<file path="src/rtl/coffee_pkg.sv">
// Shared types and helpers for the coffee vending controller.
package coffee_pkg;

    localparam int unsigned CREDIT_W = 5;
    localparam int unsigned COIN_W   = 4;
    localparam int unsigned TMO_W    = 10;

    typedef enum logic [2:0] {
        IDLE    = 3'd0,
        CHECK   = 3'd1,
        PAY     = 3'd2,
        WATER   = 3'd3,
        POWDER  = 3'd4,
        MILK    = 3'd5,
        DONE_ST = 3'd6,
        ERROR   = 3'd7
    } state_e;

    typedef enum logic [1:0] {
        DRINK_ESPRESSO   = 2'd0,
        DRINK_LATTE      = 2'd1,
        DRINK_CAPPUCCINO = 2'd2,
        DRINK_PREMIUM    = 2'd3
    } drink_e;

    typedef enum logic [2:0] {
        ERR_NONE = 3'd0,
        ERR_SR   = 3'd1,
        ERR_SP   = 3'd2,
        ERR_SN   = 3'd3,
        ERR_DI   = 3'd4
    } err_e;

    // Registered output bundle of the controller.
    typedef struct packed {
        logic [3:0]          sel_oh;
        logic                e_sr;
        logic                e_sp;
        logic                e_sn;
        logic                e_di;
        logic                busy;
        logic                valve_w;
        logic                valve_p;
        logic                valve_k;
        logic [CREDIT_W-1:0] change;
        logic                done;
    } coffee_out_t;

    // Price table indexed by drink code.
    function automatic logic [CREDIT_W-1:0] price_of(input drink_e d);
        logic [CREDIT_W-1:0] p;
        case (d)
            DRINK_ESPRESSO:   p = 5'd1;
            DRINK_LATTE:      p = 5'd2;
            DRINK_CAPPUCCINO: p = 5'd5;
            default:          p = 5'd10;
        endcase
        return p;
    endfunction

    // Only milk drinks use the milk valve and care about the milk sensor.
    function automatic logic needs_milk(input drink_e d);
        return (d == DRINK_LATTE) || (d == DRINK_CAPPUCCINO);
    endfunction

    // Credit accumulation saturating at the top of the credit range.
    function automatic logic [CREDIT_W-1:0] sat_add(input logic [CREDIT_W-1:0] c,
                                                    input logic [COIN_W-1:0]   v);
        logic [CREDIT_W:0] s;
        s = (CREDIT_W+1)'(c) + (CREDIT_W+1)'(v);
        return s[CREDIT_W] ? {CREDIT_W{1'b1}} : s[CREDIT_W-1:0];
    endfunction

    function automatic int unsigned max3(input int unsigned a,
                                         input int unsigned b,
                                         input int unsigned c);
        int unsigned m;
        m = (a > b) ? a : b;
        return (m > c) ? m : c;
    endfunction

endpackage

</file>
<file path="src/rtl/phase_timer.sv">
// Loadable down-counter with registered zero flag; times every dispense phase.
module phase_timer #(
    parameter int unsigned CNT_W = 8
) (
    input  logic             clk,
    input  logic             rst_n,
    input  logic             load_i,
    input  logic [CNT_W-1:0] load_val_i,
    output logic             zero_o
);

    logic [CNT_W-1:0] cnt_q;
    logic [CNT_W-1:0] cnt_d;
    logic             zero_q;

    // Load takes priority; otherwise count down and park at zero.
    always_comb begin
        cnt_d = cnt_q;
        if (load_i) begin
            cnt_d = load_val_i;
        end else if (cnt_q != '0) begin
            cnt_d = cnt_q - CNT_W'(1);
        end
    end

    // Counter and zero flag registers.
    always_ff @(posedge clk or negedge rst_n) begin
        if (!rst_n) begin
            cnt_q  <= '0;
            zero_q <= 1'b1;
        end else begin
            cnt_q  <= cnt_d;
            zero_q <= (cnt_d == '0);
        end
    end

    assign zero_o = zero_q;

endmodule

</file>
<file path="src/rtl/coffee_controller.sv">
// Coffee vending controller: order, payment, timed valve sequence, errors.
// Optional macro COIN_TIMEOUT_EN: abort payment after 1024 idle cycles in PAY.
module coffee_controller
    import coffee_pkg::*;
#(
    parameter int unsigned W_CYCLES = 50,
    parameter int unsigned P_CYCLES = 20,
    parameter int unsigned K_CYCLES = 30
) (
    input  logic       clk,
    input  logic       rst_n,
    input  logic [1:0] sel_i,
    input  logic       start_i,
    input  logic       coin_i,
    input  logic [3:0] coin_val_i,
    input  logic       vl_i,
    input  logic       sr_i,
    input  logic       sp_i,
    input  logic       sn_i,
    input  logic       ack_i,
    output logic       s0_o,
    output logic       s1_o,
    output logic       s2_o,
    output logic       s3_o,
    output logic       e_sr_o,
    output logic       e_sp_o,
    output logic       e_sn_o,
    output logic       e_di_o,
    output logic       m_o,
    output logic       valve_w_o,
    output logic       valve_p_o,
    output logic       valve_k_o,
    output logic [4:0] change_o,
    output logic       done_o
);

    localparam int unsigned MAX_CYC = max3(W_CYCLES, P_CYCLES, K_CYCLES);
    localparam int unsigned TW      = $clog2(MAX_CYC + 1);

    state_e               state_q, state_d;
    drink_e               drink_q, drink_d;
    err_e                 err_q,   err_d;
    logic [CREDIT_W-1:0]  credit_q, credit_d;
    coffee_out_t          out_q,   out_d;

    logic                 tmr_load;
    logic [TW-1:0]        tmr_val;
    logic                 tmr_zero;

`ifdef COIN_TIMEOUT_EN
    logic [TMO_W-1:0]     tmo_q, tmo_d;
`endif

    phase_timer #(
        .CNT_W (TW)
    ) u_phase_timer (
        .clk        (clk),
        .rst_n      (rst_n),
        .load_i     (tmr_load),
        .load_val_i (tmr_val),
        .zero_o     (tmr_zero)
    );

    // State and order-context registers.
    always_ff @(posedge clk or negedge rst_n) begin
        if (!rst_n) begin
            state_q  <= IDLE;
            drink_q  <= DRINK_ESPRESSO;
            err_q    <= ERR_NONE;
            credit_q <= '0;
        end else begin
            state_q  <= state_d;
            drink_q  <= drink_d;
            err_q    <= err_d;
            credit_q <= credit_d;
        end
    end

`ifdef COIN_TIMEOUT_EN
    // Cycles spent in PAY since the last coin.
    always_ff @(posedge clk or negedge rst_n) begin
        if (!rst_n) begin
            tmo_q <= '0;
        end else begin
            tmo_q <= tmo_d;
        end
    end
`endif

    // Next-state logic; phase timer is loaded on entry to each dispense phase.
    always_comb begin
        state_d  = state_q;
        drink_d  = drink_q;
        err_d    = err_q;
        credit_d = credit_q;
        tmr_load = 1'b0;
        tmr_val  = '0;
`ifdef COIN_TIMEOUT_EN
        tmo_d    = '0;
`endif
        case (state_q)
            IDLE: begin
                if (start_i) begin
                    drink_d  = drink_e'(sel_i);
                    credit_d = '0;
                    err_d    = ERR_NONE;
                    state_d  = CHECK;
                end
            end
            CHECK: begin
                if (!sr_i) begin
                    err_d   = ERR_SR;
                    state_d = ERROR;
                end else if (!sp_i) begin
                    err_d   = ERR_SP;
                    state_d = ERROR;
                end else if (!sn_i && needs_milk(drink_q)) begin
                    err_d   = ERR_SN;
                    state_d = ERROR;
                end else begin
                    state_d = PAY;
                end
            end
            PAY: begin
                if (coin_i) begin
                    if (!vl_i) begin
                        err_d   = ERR_DI;
                        state_d = ERROR;
                    end else begin
                        credit_d = sat_add(credit_q, coin_val_i);
                        if (credit_d >= price_of(drink_q)) begin
                            state_d  = WATER;
                            tmr_load = 1'b1;
                            tmr_val  = TW'(W_CYCLES - 1);
                        end
                    end
                end
`ifdef COIN_TIMEOUT_EN
                else if (tmo_q == {TMO_W{1'b1}}) begin
                    err_d   = ERR_DI;
                    state_d = ERROR;
                end else begin
                    tmo_d = tmo_q + TMO_W'(1);
                end
`endif
            end
            WATER: begin
                if (!sr_i) begin
                    err_d   = ERR_SR;
                    state_d = ERROR;
                end else if (tmr_zero) begin
                    state_d  = POWDER;
                    tmr_load = 1'b1;
                    tmr_val  = TW'(P_CYCLES - 1);
                end
            end
            POWDER: begin
                if (!sp_i) begin
                    err_d   = ERR_SP;
                    state_d = ERROR;
                end else if (tmr_zero) begin
                    if (needs_milk(drink_q)) begin
                        state_d  = MILK;
                        tmr_load = 1'b1;
                        tmr_val  = TW'(K_CYCLES - 1);
                    end else begin
                        state_d = DONE_ST;
                    end
                end
            end
            MILK: begin
                if (!sn_i) begin
                    err_d   = ERR_SN;
                    state_d = ERROR;
                end else if (tmr_zero) begin
                    state_d = DONE_ST;
                end
            end
            DONE_ST: begin
                state_d = IDLE;
            end
            ERROR: begin
                if (ack_i) begin
                    credit_d = '0;
                    err_d    = ERR_NONE;
                    state_d  = IDLE;
                end
            end
            default: begin
                state_d = IDLE;
            end
        endcase
    end

    // Output decode from the upcoming state so outputs track the state register.
    always_comb begin
        out_d         = '0;
        out_d.busy    = (state_d != IDLE);
        if (state_d != IDLE) begin
            out_d.sel_oh = 4'b0001 << drink_d;
        end
        out_d.valve_w = (state_d == WATER);
        out_d.valve_p = (state_d == POWDER);
        out_d.valve_k = (state_d == MILK);
        if (state_d == ERROR) begin
            out_d.e_sr = (err_d == ERR_SR);
            out_d.e_sp = (err_d == ERR_SP);
            out_d.e_sn = (err_d == ERR_SN);
            out_d.e_di = (err_d == ERR_DI);
        end
        if (state_d == DONE_ST) begin
            out_d.done   = 1'b1;
            out_d.change = credit_d - price_of(drink_d);
        end
    end

    // Output register; async reset drops valves at once.
    always_ff @(posedge clk or negedge rst_n) begin
        if (!rst_n) begin
            out_q <= '0;
        end else begin
            out_q <= out_d;
        end
    end

    assign s0_o      = out_q.sel_oh[0];
    assign s1_o      = out_q.sel_oh[1];
    assign s2_o      = out_q.sel_oh[2];
    assign s3_o      = out_q.sel_oh[3];
    assign e_sr_o    = out_q.e_sr;
    assign e_sp_o    = out_q.e_sp;
    assign e_sn_o    = out_q.e_sn;
    assign e_di_o    = out_q.e_di;
    assign m_o       = out_q.busy;
    assign valve_w_o = out_q.valve_w;
    assign valve_p_o = out_q.valve_p;
    assign valve_k_o = out_q.valve_k;
    assign change_o  = out_q.change;
    assign done_o    = out_q.done;

endmodule

</file>
<file path="config.mk">
export PLATFORM = sky130hd
export DESIGN_NAME = coffee_controller
export DESIGN_NICKNAME = d
export VERILOG_FILES = /design/src/rtl/coffee_pkg.sv /design/src/rtl/phase_timer.sv /design/src/rtl/coffee_controller.sv
export SDC_FILE = /design/constraint.sdc
export NUM_CORES = 1
export LEC_CHECK = 0
export ABC_AREA = 1
export BUFFER_PORTS_ARGS = -buffer_cell sky130_fd_sc_hd__buf_2
export CAP_MARGIN = 20
export CORE_ASPECT_RATIO = 0.9
export CORE_UTILIZATION = 51
export CTS_CLUSTER_DIAMETER = 80
export DETAILED_ROUTE_END_ITERATION = 7
export HOLD_SLACK_MARGIN = 0.03
export PLACE_DENSITY = 0.69
export SYNTH_ARGS = -nofsm -noshare
export SYNTH_HDL_FRONTEND = slang
export SYNTH_SLANG_ARGS = --single-unit
</file>
<file path="constraint.sdc">
create_clock -name clk -period 3.7 [get_ports clk]
set_input_delay 0.555 -clock clk [delete_from_list [all_inputs] [get_ports clk]]
set_output_delay 0.555 -clock clk [all_outputs]
set_load 0.03 [all_outputs]
</file>
=== After elaboration in Yosys (flattened, before gate mapping) ===
Cells that the tools add are included.

* Word-level logic and storage cells: 115
* Bits in registers: 38
* Output and inout port bits: 18
* Memory bits (writable): 0
* ROM bits: 0
* Bits in latches: 0
* Memories kept: 0

* Add/subtract/negate cells: 3
* Divide/modulo/power cells: 0
* Reduce and logical (&&, ||, !) cells: 9
* Magnitude comparators: 1
* Mux-type cells: 64
* Bitwise logic cells: 0
* Shift-type cells: 1
* Multipliers: 0
* Equal/unequal tests: 20

{| class="wikitable"
|+ Operators with widths
! kind !! count
|-
| two-way mux 3 bit || 24
|-
| two-way mux 5 bit || 14
|-
| two-way mux 6 bit || 6
|-
| equality test 3 bit (second input constant) || 9
|-
| one-hot mux 3 bit (8 select lines) || 1
|-
| one-hot mux 4 bit (3 select lines) || 2
|-
| one-hot mux 3 bit (7 select lines) || 1
|-
| one-hot mux 6 bit (3 select lines) || 1
|-
| equality test 3 x 2 -> 1 bit (second input constant) || 5
|-
| one-hot mux 5 bit (3 select lines) || 1
|-
| two-way mux 1 bit || 8
|-
| two-way mux 4 bit || 2
|-
| adder 5 x 4 -> 6 bit || 1
|-
| equality test 3 x 1 -> 1 bit (second input constant) || 2
|-
| logical NOT 6 bit || 1
|-
| two-way mux 2 bit || 3
|-
| nonzero test 6 bit || 1
|-
| subtractor 6 x 1 -> 6 bit (second input constant) || 1
|-
| >= comparator 5 bit || 1
|-
| subtractor 5 bit || 1
|-
| equality test 2 x 1 -> 1 bit (second input constant) || 2
|-
| equality test 2 bit (second input constant) || 2
|-
| logical NOT 2 bit || 2
|-
| << shifter 1 x 2 -> 4 bit (first input constant) || 1
|-
| other kinds (6) || 6
|}

=== Longest topological paths before layout ===
Gate-level depths: netlist of run 1.

* Word-level depth: 14
* Depth in mapped cells: 21
* Mapped depth without buffers: 21

=== By module ===
A second synthesis of run 1 with hierarchy kept.

* Cell total of the unflattened synthesis: 357
* Area total of the unflattened synthesis: 2,568.7 sq um

{| class="wikitable"
|+ By module, submodules not included
! module !! area each (sq um) !! cells each !! instances !! sequential area each (sq um)
|-
| coffee_controller || 2,075.7 || 287 || 1 || 775.7
|-
| phase_timer || 493.0 || 70 || 1 || 176.4
|}

=== Worst setup path after synthesis of run 1 ===
OpenSTA, ideal clock, no wires.

* Path kind: input to register
* Start point: in coin_val_i[3]
* End point: reg out_q, in the netlist change_o[4]
* Stages on the path: 16
* Arrival time: 2,458 ps
* Buffers on the path: 0
* Data required time: 3,627 ps
* Path slack: 1,169 ps
* Cells stage by stage: ha_1 nand2_1 nor2_1 nand2_1 nand3_1 inv_1 nand2_1 inv_1 o22ai_1 inv_1 fa_1 inv_1 a31oi_1 inv_1 nand2_1 a21oi_2

{| class="wikitable"
|+ RTL lines
! item !! line !! RTL
|-
| start, declared || coffee_controller.sv:15 || <nowiki>input logic [3:0] coin_val_i,</nowiki>
|-
| end signal, assigned || coffee_controller.sv:222 || <nowiki>out_q <= out_d;</nowiki>
|-
| end, declared || coffee_controller.sv:44 || <nowiki>coffee_out_t out_q, out_d;</nowiki>
|}

==> results of run 1 <==
-- placed cells by master, fill, tap and decap left out, drive strengths merged --
cell / Yosys / layout
o21a: 1 / 1
dfstp: 1 / 1
nor4: 1 / 1
a31oi: 4 / 4
xor2: 3 / 3
nand3: 26 / 26
nor2: 47 / 47
a21oi: 13 / 13
o21ai: 19 / 19
o31ai: 2 / 2
xnor2: 2 / 2
nand3b: 3 / 3
fa: 2 / 2
nor3: 7 / 7
nand2: 72 / 72
inv: 75 / 75
buf: 0 / 32
o22ai: 3 / 3
a21o: 1 / 1
clkbuf: 0 / 6
nand4: 2 / 2
dfrtp: 37 / 37
ha: 19 / 19
or2: 2 / 2
-- metal layers --
layer | global-route usage, % | wire, µm | up-vias
li1 | - | - | 1148
met1 | 33.1 | 2800 | 985
met2 | 36.5 | 2460 | 58
met3 | 4.34 | 244 | 4
met4 | 6.29 | 44 | 0
met5 | 0 | 0 | -
-- worst reg2reg max path, stage by stage, from the launching register on --
cell	delay (ns)
dfrtp_1	0.42
ha_1	0.39
nand2_1	0.09
nand2_1	0.08
nand2_1	0.05
nand3_1	0.13
inv_1	0.07
nand2_1	0.09
inv_1	0.05
o22ai_1	0.29
inv_1	0.12
fa_1	0.47
inv_1	0.07
a31oi_1	0.10
inv_1	0.07
nand2_1	0.06
a21oi_2	0.11
-- cell type report --
type | instances | area [µm²] | area share, %
multi-input cells | 229 | 1350 | 46.4
well taps | 65 | 81.3 | 2.79
clock buffers | 6 | 82.6 | 2.84
flip-flops and latches | 38 | 952 | 32.7
repair buffers | 32 | 160 | 5.50
inverters | 75 | 284 | 9.76
-- worst max path at each step --
stage | startpoint | end | slack, ns | depth (start not counted)
after floorplan | coin_val_i[3] | change_o[4] | 1.17 | 16
after global placement | coin_val_i[0] | change_o[3] | 0.80 | 13
after detailed placement | coin_val_i[3] | change_o[4] | 0.77 | 17
after CTS | credit_q[2] | e_di_o | 1.02 | 21
after global routing | credit_q[3] | change_o[4] | 0.70 | 16
final | credit_q[2] | change_o[4] | 1.01 | 16
-- state kept, by name, indices dropped and copies added, names as in the netlist, 2 cells and up --
signal	cells
credit_q	5
state_q	3
change_o	5
err_q	3
drink_q	2
u_phase_timer.cnt_q	6
-- cells by family after synthesis --
family / after synthesis
and+or+nand+nor: 160
adders and majority gates: 21
xor gates and xnor gates: 5
buffers and inverters: 75
AOI/OAI and AO/OA: 43
DFF: 38
-- where the power goes --
| part | switching [mW] | total [mW] | internal, mW |
|---|---|---|---|
| sequential | 0.0973 | 0.667 | 0.570 |
| clock | 0.144 | 0.288 | 0.144 |
| combinational | 1.14 | 1.75 | 0.602 |
| total | 1.39 | 2.70 | 1.32 |
-- per-stage QoR --
stage	setup slack (ns)	utilization (%)	power (mW)	cell area (µm²)	hold WS, ns
after floorplan	1.17	-	2.03	2590	0.259
after global placement	0.797	58.1	2.39	2830	0.476
after detailed placement	0.774	58.1	2.41	2830	0.493
after CTS	1.02	59.8	2.71	2910	0.404
after global routing	0.704	59.8	2.99	2910	0.450
final	1.01	59.8	2.70	2910	0.347
==> run summary, run 1 <==
top post-synthesis cells by count = inv_1, nand2_1, nor2_1, dfrtp_1, nand3_1
router iterations before antenna repair = 5
status = finished clean
post-DP HPWL = 4.33 mm
wire per inst = 12.5 µm
Crit path required time = 3.92 ns
Final Hold Viols = 0
port bufs = 32
Final setup viols = 0
Yosys cell types = 33
share of cells above drive strength 1 = 19.7%
worst-path maximum fanout = 6
vias in the first global route = 2,148
non-filler cells, final = 445
pin slew with the least headroom to its limit = 0.843 ns
gr ovfl total = 0
PwrDens = 928 nW/µm²
Crit Path Class = flop to flop
Slowest-stage cell, CP = fa_1
Post-synth top flop = dfrtp_1
Nets = 417
Post-Synth Adder-Cell Area = 10.7%
sequential share of the synthesized area = 36.8%
top-area cell type share of the netlist area = 35.8%
Hold-fix buffers, CTS = 0
CTS root buffer = clkbuf_8
setup TNS = 0 ns
RR Startpoint = credit_q[2]
synthesized instance count = 342
RSZ-0062 raised after global routing = no
filler cell count = 461
leading area contributor after synthesis = dfrtp_1
vias = 2,195
# DRC = 0
Setup crit start kind = flop
CP arrival = 2.91 ns
R2R cell count = 16
post-synthesis mux area share = 0%
cts bufs inserted = 5
starting density of the core = 53.2%
initial DRC count = 108
reg-to-reg slack, setup = 1.01 ns
antenna-violating nets left = 0
Cell Area, Synth = 2590 µm²
CP cell instances = ha_1 > nand2_1 > nand2_1 > nand2_1 > nand3_1 > inv_1 > nand2_1 > inv_1 > o22ai_1 > inv_1 > fa_1 > inv_1 > a31oi_1 > inv_1 > nand2_1 > a21oi_2
die area = 5360 µm²
H-tree depth = 2
Antenna Cells = 0
drt via density = 4.93
EDFF count, synth = 0
RR Endpoint = change_o[4]
most frequent cell after synthesis = inv_1
CTS Buffer Depth = 2
Yosys Warn Count = 0
Top Family by Delay on Critical Path = adder cells
simple-gate share of the synthesized area = 30.3%
syn nets = 378
period utilisation layout = 72.8%
GPL Wtd Cong = 0.871
FMAX = 371 MHz
postcts setup bufs = 0
maxcap violations = 0
Hold/Removal Path Class = input pin to asynchronous set/reset pin
Routed WL = 5.55 mm
slowest stage delay, CP = 0.47 ns
Tot GR Track Use = 23.3%
Setup Skew = 0.0134 ns
Crit. End Element = flop
CP bufs+invs = 5
TritonCTS clock tree = yes
area grow syn2layout = 12.5%
xor/xnor share of the synthesized area = 1.69%
post-synthesis average cell area = 7.56 µm²
Async S/R FF share, synth = 100%
total core area = 4860 µm²
first-pass GRT wire length = 9.80 mm
ranking of synthesized cells by area = dfrtp_1, inv_1, ha_1, nand2_1, nor2_1
Placed Cells incl. Taps = 439
CTS sink count = 38
I/O pin count = 33
CTS clk-pin slew, worst paths = 0.08 ns
LEAKAGE = 1.66 nW
post-CTS resize count = 0
Slew Viols, Final = 0
Min Clock Period, post-route = 2.69 ns
flops & latches, synth = 38
Slew HR = 43.8%
initial antenna violation count = 0
Die Wd = 77.1 µm
Die Ht = 69.6 µm
Max IR drop VDD = 0.000568 V
largest family of logic cells by synthesized area = simple AND/OR/NAND/NOR gates
clk_lat worst skew = 0.29 ns
row count = 24
Synth Area in Compound Gates = 9.48%
largest net degree at the start of global routing = 39
(Power assumes the default switching activity.)
==> run 2, diff against run 1 <==
Clock period 3.7 ns to 2.8 ns, I/O delays scaled along.
==> run summary, run 2 (synthesized netlist as in run 1, its figures left out) <==
LEAKAGE = 1.71 nW (+3.0%)
Slowest-stage cell, CP = fa_1
first-pass GRT wire length = 9.11 mm (-7.0%)
starting density of the core = 53.2% (unchanged)
Tot GR Track Use = 21.7% (-1.6 points)
CTS Buffer Depth = 2 (unchanged)
Setup Skew = 0.00679 ns (-0.00663 ns)
period utilisation layout = 93.8% (+21 points)
Max IR drop VDD = 0.000715 V (+26%)
H-tree depth = 2 (unchanged)
CTS sink count = 38 (unchanged)
most frequent cells in the layout = inv_1, nand2_1, nor2_1, dfrtp_1, buf_2
RR Startpoint = credit_q[0]
maxcap violations = 0 (unchanged)
R2R cell count = 12 (-4)
Slew HR = 43.9% (+0.11 points)
tightest hold margin = 0.234 ns (-0.113 ns)
initial DRC count = 129 (+19%)
drt via density = 4.95 (+0.29%)
FMAX = 381 MHz (+2.5%)
gr ovfl total = 0 (unchanged)
largest net degree at the start of global routing = 39 (unchanged)
RR Endpoint = change_o[3]
I/O pin count = 33 (unchanged)
DP Area = 2860 µm² (+1.1%)
# DRC = 0 (unchanged)
wire per inst = 12.1 µm (-2.7%)
die area = 5360 µm² (unchanged)
Die Ht = 69.6 µm (unchanged)
post-DP HPWL = 4.18 mm (-3.6%)
Crit. End Element = flop
vias = 2,231 (+1.6%)
Hold/Removal Path Class = input pin to asynchronous set/reset pin
Final Hold Viols = 0 (unchanged)
slowest stage delay, CP = 0.40 ns (-0.07 ns)
vias in the first global route = 2,078 (-3.3%)
PwrDens = 1270 nW/µm² (+36%)
Die Wd = 77.1 µm (unchanged)
Top reg by flops = u_phase_timer.cnt_q
most common cell after layout, fill and taps aside = inv_1
post-CTS resize count = 0 (unchanged)
Crit Path Class = flop to flop
row count = 24 (unchanged)
port bufs = 32 (unchanged)
router iterations before antenna repair = 4 (-1)
TritonCTS clock tree = yes
Power Total = 3.82 mW (+41%)
CP arrival = 2.81 ns (-0.10 ns)
CTS clk-pin slew, worst paths = 0.08 ns (about the same)
status = finished clean
Min Clock Period, post-route = 2.63 ns (-0.0647 ns)
reg-to-reg slack, setup = 0.17 ns (-0.84 ns)
Hold-fix buffers, CTS = 0 (unchanged)
CTS root buffer = clkbuf_8
clk_lat worst skew = 0.29 ns (about the same)
Slew Viols, Final = 0 (unchanged)
Crit path required time = 2.98 ns (-0.94 ns)
total core area = 4860 µm² (unchanged)
pin slew with the least headroom to its limit = 0.841 ns (-0.00165 ns)
Nets = 421 (+0.96%)
worst-path maximum fanout = 4 (-2)
max reg flops = 6 (unchanged)
GPL Wtd Cong = 0.886 (+1.6%)
setup TNS = 0 ns (unchanged)
Routed WL = 5.48 mm (-1.4%)
Final setup viols = 0 (unchanged)
area grow syn2layout = 16.5%
initial antenna violation count = 0 (unchanged)
share of cells above drive strength 1 = 21.8% (+2.0 points)
antenna-violating nets left = 0 (unchanged)
Setup crit start kind = flop
cts bufs inserted = 5 (unchanged)
fin area = 3010 µm² (+3.6%)
postcts setup bufs = 0 (unchanged)
CP cell instances = ha_1 > inv_1 > fa_1 > xor2_1 > nand2_1 > nor2_1 > o31ai_2 > ha_1 > a21oi_1 > o21ai_0 > xnor2_1 > nor2_1
Antenna Cells = 0 (unchanged)
## run 2: cell count changes in the layout (fill, tap and decap cells not counted)
| cell | previous run | this run |
|---|---|---|
| o31ai_1 | 2 | 1 |
| o31ai_2 | 0 | 1 |
| o22ai_2 | 0 | 1 |
| bufinv_16 | 0 | 2 |
| buf_4 | 0 | 4 |
| nor2_1 | 38 | 37 |
| o22ai_1 | 3 | 2 |
| nor2_2 | 3 | 4 |
## run 2: cell type report
type	instances	area, µm²
inverter	75	284
clock inverter	2	60.1
tap	65	81.3
sequential	38	952
clock buffer	6	82.6
multi-input combinational	229	1360
fill	459	1850
timing repair buffer	36	190
## run 2: worst max path at each step
stage / endpoint / cells after the start / startpoint / slack [ns]
2_1_floorplan: change_o[4] / 16 / coin_val_i[3] / 0.40
3_3_place_gp: change_o[3] / 13 / coin_val_i[0] / 0.06
3_5_place_dp: change_o[3] / 13 / coin_val_i[0] / 0.06
4_1_cts: change_o[3] / 12 / credit_q[0] / 0.17
5_1_grt: e_sn_o / 21 / credit_q[2] / -0.01
6_report: change_o[3] / 12 / credit_q[0] / 0.17
## run 2: worst max-delay path: cells and delay by family (launching register included)
| family | cells | cell delay, ns |
|---|---|---|
| flops | 1 | 0.37 |
| buf+inv | 1 | 0.06 |
| fa+ha+maj | 3 | 0.94 |
| compound gates | 3 | 0.57 |
| xor+xnor | 2 | 0.33 |
| simple gates | 3 | 0.24 |
## run 2: through the flow
stage               setup WS [ns]  std cells  util [%]
floorplan                   0.404        342         -
finish                      0.172        451      62.0
global placement           0.0636        443      58.7
global route              -0.0143        451      62.0
CTS                         0.170        451      61.7
detailed placement         0.0576        443      58.7
## run 2: power breakdown
group	switching [mW]	internal (mW)
clock network	0.195	0.380
registers	0.125	0.753
logic	1.53	0.832
## run 2: per-layer routing
layer	part of all wire (%)	global-route usage, %	vias to the layer above
li1	-	-	1163
met1	49	29.4	1011
met2	46	35.1	51
met3	4.1	5.00	6
met4	1.0	5.66	0
met5	0	0	-
==> run 3, diff against run 2 <==
Settings changed: CTS_BUF_LIST from default to sky130_fd_sc_hd__clkbuf_16.
==> run summary, run 3 (synthesized netlist as in run 1, its figures left out) <==
most common cell after layout, fill and taps aside = inv_1
first-pass GRT wire length = 9.15 mm (+0.38%)
starting density of the core = 53.2% (unchanged)
PwrDens = 1290 nW/µm² (+2.3%)
Slew Viols, Final = 0 (unchanged)
router iterations before antenna repair = 5 (+1)
CTS Buffer Depth = 2 (unchanged)
Crit. End Element = flop
maxcap violations = 0 (unchanged)
filler cell count = 452 (-1.5%)
CP arrival = 2.80 ns (about the same)
cts bufs inserted = 5 (unchanged)
Crit path required time = 2.97 ns (about the same)
Min Clock Period, post-route = 2.64 ns (+0.00885 ns)
postcts setup bufs = 0 (unchanged)
LEAKAGE = 1.73 nW (+1.6%)
Setup crit start kind = flop
RSZ-0062 raised after global routing = no
area grow syn2layout = 18.5%
wire per inst = 12.3 µm (+1.5%)
Final Hold Viols = 0 (unchanged)
post-DP HPWL = 4.18 mm (unchanged)
port bufs = 32 (unchanged)
Die Wd = 77.1 µm (unchanged)
CTS clk-pin slew, worst paths = 0.06 ns (-0.02 ns)
Nets = 421 (unchanged)
status = finished clean
Tot GR Track Use = 21.8% (+0.085 points)
I/O pin count = 33 (unchanged)
most frequent cells in the layout = inv_1, nand2_1, nor2_1, dfrtp_1, buf_2
tightest hold margin = 0.249 ns (+0.0153 ns)
drt via density = 4.98 (+0.67%)
largest net degree at the start of global routing = 39 (unchanged)
row count = 24 (unchanged)
Top reg by flops = u_phase_timer.cnt_q
# DRC = 0 (unchanged)
Placed Cells incl. Taps = 443 (unchanged)
pin slew with the least headroom to its limit = 0.845 ns (+0.00409 ns)
antenna-violating nets left = 0 (unchanged)
TritonCTS clock tree = yes
max reg flops = 6 (unchanged)
Crit Path Class = flop to flop
initial antenna violation count = 0 (unchanged)
Die Ht = 69.6 µm (unchanged)
Power Total = 3.97 mW (+4.0%)
Slowest-stage cell, CP = fa_1
Final setup viols = 0 (unchanged)
FMAX = 379 MHz (-0.34%)
worst-path maximum fanout = 4 (unchanged)
Routed WL = 5.56 mm (+1.5%)
initial DRC count = 143 (+11%)
CP cell instances = ha_1 > inv_1 > fa_1 > xor2_1 > nand2_1 > nor2_1 > o31ai_2 > ha_1 > a21oi_1 > o21ai_0 > xnor2_1 > nor2_1
H-tree depth = 2 (unchanged)
Hold/Removal Path Class = input pin to asynchronous set/reset pin
non-filler cells, final = 451 (unchanged)
DP Area = 2860 µm² (unchanged)
vias = 2,246 (+0.67%)
Slew HR = 43.7% (-0.27 points)
Antenna Cells = 0 (unchanged)
period utilisation layout = 94.2% (+0.32 points)
setup TNS = 0 ns (unchanged)
reg-to-reg slack, setup = 0.16 ns (about the same)
share of cells above drive strength 1 = 21.8% (unchanged)
Max IR drop VDD = 0.000718 V (+0.32%)
GPL Wtd Cong = 0.886 (unchanged)
CTS sink count = 38 (unchanged)
CTS root buffer = clkbuf_16
total core area = 4860 µm² (unchanged)
Setup Skew = 0.00389 ns (-0.00290 ns)
slowest stage delay, CP = 0.40 ns (about the same)
clk_lat worst skew = 0.28 ns (about the same)
gr ovfl total = 0 (unchanged)
vias in the first global route = 2,078 (unchanged)
fin area = 3070 µm² (+1.7%)
die area = 5360 µm² (unchanged)
==> run 3: cell types whose count changed in the layout (fill, tap and decap cells not counted), sizes merged <==
cell    delta
clkbuf     -1
clkinv     +1
==> run 3: per-stage QoR <==
| stage | setup slack, ns | utilization [%] |
|---|---|---|
| 2_1_floorplan | 0.404 | - |
| 3_3_place_gp | 0.0636 | 58.7 |
| 3_5_place_dp | 0.0576 | 58.7 |
| 4_1_cts | 0.170 | 62.6 |
| 5_1_grt | 0.0191 | 63.0 |
| 6_report | 0.164 | 63.0 |
==> run 3: final timing paths <==
check,from,end,cells after the start
worst max-delay path,credit_q[0],change_o[3],12
worst min-delay path,rst_n,err_q[0],1
worst max register to register,credit_q[0],change_o[3],12
worst min register to register,err_q[2],err_q[2],2
max in group asynchronous,rst_n,drink_q[1],1
min in group clk,sel_i[0],drink_q[0],3
==> run 3: repair_timing <==
| item | 4_1_cts | 5_1_grt |
|---|---|---|
| setup endpoints to repair | 0 | 8 |
| hold buffers | 0 | 0 |
| gates resized for setup | 0 | 4 |
==> run 3: layout make-up <==
| cell class | count | area, µm² | area share (%) |
|---|---|---|---|
| multi-input cells | 229 | 1370 | 44.7 |
| flip-flops and latches | 38 | 952 | 31.1 |
| inverters | 75 | 284 | 9.27 |
| repair buffers | 36 | 190 | 6.20 |
| clock buffers | 5 | 125 | 4.08 |
| well taps | 65 | 81.3 | 2.65 |
| clock inverters | 3 | 63.8 | 2.08 |
==> run 3: critical path: cells and delay by family, from the launching register on <==
family | cells | cell delay (ns)
AO/OA/AOI/OAI | 3 | 0.58
AND/OR/NAND/NOR | 3 | 0.24
XOR/XNOR | 2 | 0.34
flip-flops | 1 | 0.37
adder cells (fa/ha/maj) | 3 | 0.94
buffers and inverters | 1 | 0.06
==> run 3: per-layer routing <==
metal / vias to the layer above / global-route usage [%] / part of all wire [%]
li1: 1159 / - / -
met1: 1027 / 29.6 / 48
met2: 54 / 35.1 / 46
met3: 6 / 5.13 / 4.9
met4: 0 / 5.66 / 1.0
met5: - / 0 / 0
==> run 3: report_power, final <==
part           internal (mW)  switching, mW  total (mW)
Clock                  0.507          0.213       0.719
Sequential             0.754          0.124       0.879
Combinational          0.831           1.54        2.37
Total                   2.09           1.88        3.97
